--- config.mk ---
export PLATFORM = sky130hd
export DESIGN_NAME = mem_wb_stage_flat
export DESIGN_NICKNAME = d
export VERILOG_FILES = /design/src/rtl/mem_wb_stage_pkg.sv /design/src/rtl/mem_wb_if.sv /design/src/rtl/mem_wb_stage_mux.sv /design/src/rtl/mem_wb_stage.sv /design/src/flat_wrapper.sv
export SDC_FILE = /design/constraint.sdc
export NUM_CORES = 1
export LEC_CHECK = 0
export ABC_AREA = 1
export BUFFER_PORTS_ARGS = -buffer_cell sky130_fd_sc_hd__buf_2
export CAP_MARGIN = 20
export CORE_MARGIN = 2
export CORE_UTILIZATION = 50
export DETAILED_ROUTE_END_ITERATION = 7
export PLACE_DENSITY = 0.87
export SKIP_LAST_GASP = 1
export SLEW_MARGIN = 25
export SYNTH_ARGS = -nofsm -noshare
export SYNTH_HDL_FRONTEND = slang
export SYNTH_HIERARCHICAL = 1
export SYNTH_SLANG_ARGS = --single-unit
--- constraint.sdc ---
create_clock -name clk -period 3.5 [get_ports clk]
set_input_delay 0.175 -clock clk [delete_from_list [all_inputs] [get_ports clk]]
set_output_delay 0.175 -clock clk [all_outputs]
set_load 0.02 [all_outputs]
--- src/rtl/mem_wb_stage_pkg.sv ---
// Shared definitions for the MEM/WB writeback stage: write-source encodings
// and default datapath widths.
package mem_wb_stage_pkg;

   localparam int DEF_DATA_W = 16;
   localparam int DEF_REG_AW = 3;
   localparam int DEF_CNT_W  = 16;

   typedef enum logic [2:0] {
      WB_SRC_MEM   = 3'd0,
      WB_SRC_ALU   = 3'd1,
      WB_SRC_PC    = 3'd2,
      WB_SRC_SET   = 3'd3,
      WB_SRC_SEXT8 = 3'd4,
      WB_SRC_LBI   = 3'd5,
      WB_SRC_BREV  = 3'd6
   } wb_src_e;

endpackage

--- src/rtl/mem_wb_if.sv ---
// Bundle between the memory stage, the MEM/WB register and its consumers
// (register-file write port, forwarding tap, status).
interface mem_wb_if
   import mem_wb_stage_pkg::*;
#(
   parameter int DATA_W = DEF_DATA_W,
   parameter int REG_AW = DEF_REG_AW,
   parameter int CNT_W  = DEF_CNT_W
);
   logic              validIn;
   logic              stall;
   logic              flush;
   logic [DATA_W-1:0] memOut;
   logic [DATA_W-1:0] aluOut;
   logic [DATA_W-1:0] nextPc;
   logic [DATA_W-1:0] setVal;
   logic [DATA_W-1:0] instr;
   logic [DATA_W-1:0] reg1Data;
   logic              regWrtIn;
   logic [2:0]        regWrtSrcIn;
   logic [REG_AW-1:0] writeRegIn;
   logic              haltIn;

   logic              wbEn;
   logic [REG_AW-1:0] wbReg;
   logic [DATA_W-1:0] wbData;
   logic              fwdValid;
   logic [REG_AW-1:0] fwdReg;
   logic [DATA_W-1:0] fwdData;
   logic              halted;
   logic              err;
   logic [CNT_W-1:0]  retireCount;

   modport master (
      output validIn, stall, flush, memOut, aluOut, nextPc, setVal, instr,
             reg1Data, regWrtIn, regWrtSrcIn, writeRegIn, haltIn,
      input  wbEn, wbReg, wbData, fwdValid, fwdReg, fwdData, halted, err,
             retireCount
   );

   modport slave (
      input  validIn, stall, flush, memOut, aluOut, nextPc, setVal, instr,
             reg1Data, regWrtIn, regWrtSrcIn, writeRegIn, haltIn,
      output wbEn, wbReg, wbData, fwdValid, fwdReg, fwdData, halted, err,
             retireCount
   );

endinterface

--- src/rtl/mem_wb_stage_mux.sv ---
// Register-file write-data selection; purely combinational. Source 7 has no
// meaning and yields zero data with the illegal flag raised.
module wb_data_mux
   import mem_wb_stage_pkg::*;
#(
   parameter int DATA_W = DEF_DATA_W
) (
   input  logic [2:0]        src,
   input  logic [DATA_W-1:0] mem_data,
   input  logic [DATA_W-1:0] alu_data,
   input  logic [DATA_W-1:0] pc_data,
   input  logic [DATA_W-1:0] set_data,
   input  logic [7:0]        imm8,
   input  logic [DATA_W-1:0] reg1_data,
   output logic [DATA_W-1:0] sel_data,
   output logic              illegal
);

   always_comb begin
      sel_data = '0;
      illegal  = 1'b0;
      case (src)
         WB_SRC_MEM:   sel_data = mem_data;
         WB_SRC_ALU:   sel_data = alu_data;
         WB_SRC_PC:    sel_data = pc_data;
         WB_SRC_SET:   sel_data = set_data;
         WB_SRC_SEXT8: sel_data = {{(DATA_W-8){imm8[7]}}, imm8};
         WB_SRC_LBI:   sel_data = DATA_W'({reg1_data[7:0], imm8});
         WB_SRC_BREV: begin
            for (int i = 0; i < DATA_W; i++)
               sel_data[i] = reg1_data[DATA_W-1-i];
         end
         default:      illegal = 1'b1;
      endcase
   end

endmodule

--- src/rtl/mem_wb_stage.sv ---
// MEM/WB pipeline register with writeback/forwarding outputs, halt retirement,
// sticky illegal-source error and a saturating retired-instruction counter.
module mem_wb_stage
   import mem_wb_stage_pkg::*;
#(
   parameter int DATA_W = DEF_DATA_W,
   parameter int REG_AW = DEF_REG_AW,
   parameter int CNT_W  = DEF_CNT_W
) (
   input logic   clk,
   input logic   rst,
   mem_wb_if.slave bus
);

   logic              valid;
   logic              wrt;
   logic              hlt;
   logic              halted_q;
   logic              err_q;
   logic [REG_AW-1:0] wb_reg_q;
   logic [DATA_W-1:0] wb_data_q;
   logic [CNT_W-1:0]  cnt_q;

   logic [DATA_W-1:0] sel_data;
   logic              illegal;
   logic              cap;
   logic              halt_retire;

   wb_data_mux #(.DATA_W(DATA_W)) u_mux (
      .src       (bus.regWrtSrcIn),
      .mem_data  (bus.memOut),
      .alu_data  (bus.aluOut),
      .pc_data   (bus.nextPc),
      .set_data  (bus.setVal),
      .imm8      (bus.instr[7:0]),
      .reg1_data (bus.reg1Data),
      .sel_data  (sel_data),
      .illegal   (illegal)
   );

   assign cap         = !bus.stall && !halted_q;
   assign halt_retire = valid && hlt;

   always_ff @(posedge clk or negedge rst) begin
      if (!rst) begin
         valid     <= 1'b0;
         wrt       <= 1'b0;
         hlt       <= 1'b0;
         halted_q  <= 1'b0;
         err_q     <= 1'b0;
         wb_reg_q  <= '0;
         wb_data_q <= '0;
         cnt_q     <= '0;
      end else begin
         // A retiring HALT kills whatever would be captured alongside it.
         if (bus.flush || halt_retire) begin
            valid <= 1'b0;
         end else if (cap) begin
            valid     <= bus.validIn;
            wrt       <= bus.regWrtIn;
            hlt       <= bus.haltIn;
            wb_reg_q  <= bus.writeRegIn;
            wb_data_q <= sel_data;
         end
         if (halt_retire)
            halted_q <= 1'b1;
         if (cap && !bus.flush && bus.validIn && bus.regWrtIn && illegal)
            err_q <= 1'b1;
         if (valid && (cap || hlt) && (cnt_q != '1))
            cnt_q <= cnt_q + CNT_W'(1);
      end
   end

   assign bus.wbEn        = valid && wrt && !hlt;
   assign bus.wbReg       = wb_reg_q;
   assign bus.wbData      = wb_data_q;
   assign bus.fwdValid    = bus.wbEn;
   assign bus.fwdReg      = wb_reg_q;
   assign bus.fwdData     = wb_data_q;
   assign bus.halted      = halted_q;
   assign bus.err         = err_q;
   assign bus.retireCount = cnt_q;

endmodule

--- src/flat_wrapper.sv ---
// flat-port wrapper written by rule: the top's interface ports become plain ports
module mem_wb_stage_flat import mem_wb_stage_pkg::*;
#(
   parameter int DATA_W = DEF_DATA_W,
   parameter int REG_AW = DEF_REG_AW,
   parameter int CNT_W  = DEF_CNT_W
)
  (clk, rst, bus_validIn, bus_stall, bus_flush, bus_memOut, bus_aluOut, bus_nextPc, bus_setVal, bus_instr, bus_reg1Data, bus_regWrtIn, bus_regWrtSrcIn, bus_writeRegIn, bus_haltIn, bus_wbEn, bus_wbReg, bus_wbData, bus_fwdValid, bus_fwdReg, bus_fwdData, bus_halted, bus_err, bus_retireCount);
  mem_wb_if #(.DATA_W(DATA_W), .REG_AW(REG_AW), .CNT_W(CNT_W)) bus_i ();
  input logic clk;
  input logic rst;
  input wire logic [$bits(bus_i.validIn)-1:0] bus_validIn;
  input wire logic [$bits(bus_i.stall)-1:0] bus_stall;
  input wire logic [$bits(bus_i.flush)-1:0] bus_flush;
  input wire logic [$bits(bus_i.memOut)-1:0] bus_memOut;
  input wire logic [$bits(bus_i.aluOut)-1:0] bus_aluOut;
  input wire logic [$bits(bus_i.nextPc)-1:0] bus_nextPc;
  input wire logic [$bits(bus_i.setVal)-1:0] bus_setVal;
  input wire logic [$bits(bus_i.instr)-1:0] bus_instr;
  input wire logic [$bits(bus_i.reg1Data)-1:0] bus_reg1Data;
  input wire logic [$bits(bus_i.regWrtIn)-1:0] bus_regWrtIn;
  input wire logic [$bits(bus_i.regWrtSrcIn)-1:0] bus_regWrtSrcIn;
  input wire logic [$bits(bus_i.writeRegIn)-1:0] bus_writeRegIn;
  input wire logic [$bits(bus_i.haltIn)-1:0] bus_haltIn;
  output wire logic [$bits(bus_i.wbEn)-1:0] bus_wbEn;
  output wire logic [$bits(bus_i.wbReg)-1:0] bus_wbReg;
  output wire logic [$bits(bus_i.wbData)-1:0] bus_wbData;
  output wire logic [$bits(bus_i.fwdValid)-1:0] bus_fwdValid;
  output wire logic [$bits(bus_i.fwdReg)-1:0] bus_fwdReg;
  output wire logic [$bits(bus_i.fwdData)-1:0] bus_fwdData;
  output wire logic [$bits(bus_i.halted)-1:0] bus_halted;
  output wire logic [$bits(bus_i.err)-1:0] bus_err;
  output wire logic [$bits(bus_i.retireCount)-1:0] bus_retireCount;
  assign bus_i.validIn = bus_validIn;
  assign bus_i.stall = bus_stall;
  assign bus_i.flush = bus_flush;
  assign bus_i.memOut = bus_memOut;
  assign bus_i.aluOut = bus_aluOut;
  assign bus_i.nextPc = bus_nextPc;
  assign bus_i.setVal = bus_setVal;
  assign bus_i.instr = bus_instr;
  assign bus_i.reg1Data = bus_reg1Data;
  assign bus_i.regWrtIn = bus_regWrtIn;
  assign bus_i.regWrtSrcIn = bus_regWrtSrcIn;
  assign bus_i.writeRegIn = bus_writeRegIn;
  assign bus_i.haltIn = bus_haltIn;
  assign bus_wbEn = bus_i.wbEn;
  assign bus_wbReg = bus_i.wbReg;
  assign bus_wbData = bus_i.wbData;
  assign bus_fwdValid = bus_i.fwdValid;
  assign bus_fwdReg = bus_i.fwdReg;
  assign bus_fwdData = bus_i.fwdData;
  assign bus_halted = bus_i.halted;
  assign bus_err = bus_i.err;
  assign bus_retireCount = bus_i.retireCount;
  mem_wb_stage #(.DATA_W(DATA_W), .REG_AW(REG_AW), .CNT_W(CNT_W)) u_core (.clk(clk), .rst(rst), .bus(bus_i));
endmodule
==> results.yml <==
cts:
  numClockSinks: 40
  cts-root-buf: "clkbuf_8"
  postCtsResizedCells: 0
  clock_latency_ns: 0.29
  clock_path_buffers: 2
  cts_tree: "built"
  clkTransAtPathRegs_ns: 0.08
  cts_max_level: 2
  numCtsBuffers: 5
  postCtsSetupBuffers: 0
yosys:
  postSynthAreaPerCell_um2: 7.05
  yosysMostFrequentCell: "nand2_1"
  synth_seq_area_share_pct: 31.3
  synth_edf_count: 0
  synthArstFlopShare_pct: 100
  syn_inst: 453
  synthDistinctLibCells: 27
  synth_seq_cells: 40
  syn_area_um2: 3190
  ys_top_cells_by_area: "dfrtp_1 31%, nand2_1 14%, nand4_1 12%, mux2_2 7.4%, nor2_1 6.6%"
  synthesis.nets: 563
  synth_area_leader_cell: "dfrtp_1"
  ys.flop_type: "dfrtp_1"
  yosysWarnings: 6
  ys_top_cells_by_count: "123 x nand2_1, 63 x nand4_1, 56 x nor2_1"
  netlist.area_leader.share_pct: 31.3
timing:
  slew_headroom_pct: 40.4
  finalHoldViolCount: 0
  skew_ns: 0.00744
  rsz0062_at_grt: "false"
  tightestPinTransition_ns: 0.894
  tns_ns: 0
  period_needed_ns: 1.90
  finalCritPeriodShare_pct: 54.3
  fmax_mhz: 526
  finalMaxSlewViolations: 0
  finalSetupViolations: 0
  hold_slack_ns: 0.118
pwr:
  p_per_area_nw_per_um2: 595
  p_leak_nw: 2.20
  ir_worst_vdd_v: 0.000505
critical_path:
  reg2reg_slack_ns: 1.82
  critPathLaunchType: "primary input"
  required_ns: 3.67
  cp_data_arrival_time_ns: 2.07
  crit_start: "bus_regWrtSrcIn[1]"
  cp-end-kind: "flop"
  r2r-start: "u_core/bus.retireCount[0]"
  path_class: "in2reg"
  path_max_fanout: 50
  r2r_cells: 8
die:
  core-area_um2: 6280
  fp.dieW_um: 83.9
  die_area_um2: 7040
  rows: 29
  ios: 167
  start_util_pct: 50.9
  die_h_um: 83.9
route:
  via_per_inst: 5.51
  routed_wl_um: 9190
  wl_per_cell_um: 14.1
  drt-initial-drc-count: 299
  firstDrtPassIters: 5
  drtAntennaViolNets: 0
  vias: 3595
  drcViolationCount: 0
worst_hold_path:
  hold_class: "in2reg"
  holdPathStages: 2
  min_from: "bus_writeRegIn[1]"
cells_and_area:
  final-instance-count-excl-fill: 652
  final_util_pct: 62.9
  syn2layout_area_growth_pct: 23.5
  n_antenna_cell: 0
  layout.nets: 684
  drive_gt1_share_pct: 36.9
global_routing:
  grt_max_degree: 52
  grt_pass1_wl_um: 14900
  grt-ovfl-total: 0
  antenna_found_initial: 0
  grtUsageTotal_pct: 25.5
  grt_pass1_vias: 3315
run_status:
  status: "completed"
run:
  drv_cap: 0
placement:
  numPortBuffers: 158
  dp_hpwl_um: 6740
  dp_cells: 642
  routabilityCongestion: 0.874
==> where the power goes <==
group	total [W]	internal, W	leakage, nW	switching, W
clock network	0.000398	0.000233	0.0614	0.000165
registers	0.000813	0.000642	0.501	0.000171
logic	0.00114	0.000425	1.64	0.000711
==> repair_timing <==
action / in CTS / in global routing
endpoints found under the hold margin: 0 / 17
hold buffers: 0 / 1
setup endpoints to repair: 0 / 0
==> registers in the layout, summed over array words and instances (netlist names) <==
signal and flops:
u_core/bus.fwdData 16, u_core/bus.retireCount 16, u_core/bus.fwdReg 3, u_core/bus.err 1, u_core/bus.halted 1, u_core/hlt 1
u_core/valid 1, u_core/wrt 1
==> area by class of cell <==
cell class              instances  area, µm²
clock buffers                   6       82.6
flip-flops and latches         40       1000
multi-input cells             332       1770
repair buffers                160        828
well taps                      77       96.3
inverters                      35        131
fillers                       567       2330
clock inverters                 2       38.8
==> kinds of logic (layout without fill, tap and decap cells) <==
family                   Yosys count  in the layout  synth area share [%]
buffers and inverters             81            203                  13.5
adder cells (fa/ha/maj)            1              1                 0.392
multiplexers                      21             21                  7.40
XOR/XNOR                           6              6                  1.65
AND/OR/NAND/NOR                  282            282                  41.1
AO/OA/AOI/OAI                     22             22                  4.66
flip-flops                        40             40                  31.3
==> placed cells by master, fill, tap and decap left out <==
cell	count
buf_16	1
buf_2	158
nor2_1	56
nor2_2	3
bufinv_16	1
inv_2	5
o21ai_2	6
nor2_4	4
mux2_2	21
clkinv_4	1
nand2_1	123
a21oi_1	8
nand2_2	1
nand3_1	27
nand2_4	1
dlygate4sd3_1	1
nand3_2	3
xor2_1	2
nand4_1	63
o21bai_1	1
clkbuf_8	6
xnor2_1	4
o21ai_0	6
o21bai_4	1
nor3_1	1
inv_1	30
dfrtp_1	40
ha_1	1
==> path summary, 6_finish.rpt <==
path | end
hold / removal | u_core/bus.fwdReg[1]
hold reg to reg | u_core/bus.err
min in group asynchronous | u_core/bus.fwdData[11]
setup / recovery | u_core/bus.fwdData[2]
max in group asynchronous | u_core/bus.retireCount[6]
setup reg to reg | u_core/bus.retireCount[10]
==> through the flow <==
step	setup slack [ns]	power, W	instance area [µm²]
after floorplan	1.91	0.00168	3190
after global placement	1.41	0.00191	3780
after CTS	1.44	0.00236	3900
final	1.60	0.00235	3950
after global routing	1.49	0.00249	3950
after detailed placement	1.38	0.00195	3780
==> worst max-delay path, stage by stage <==
cell	delay, ns
buf_2	0.67
inv_2	0.30
nand3_2	0.29
inv_2	0.13
a21oi_1	0.15
nand2_1	0.07
mux2_2	0.27
==> metal layers <==
metal  global-route usage, %  part of all wire [%]  vias to the layer above
met3                    4.85                   9.5                       23
met5                       0                     0                        -
met1                    32.3                    40                     1614
met2                    43.4                    48                      225
met4                    8.94                   2.3                        0
li1                        -                     -                     1733
(Power assumes the default switching activity.)
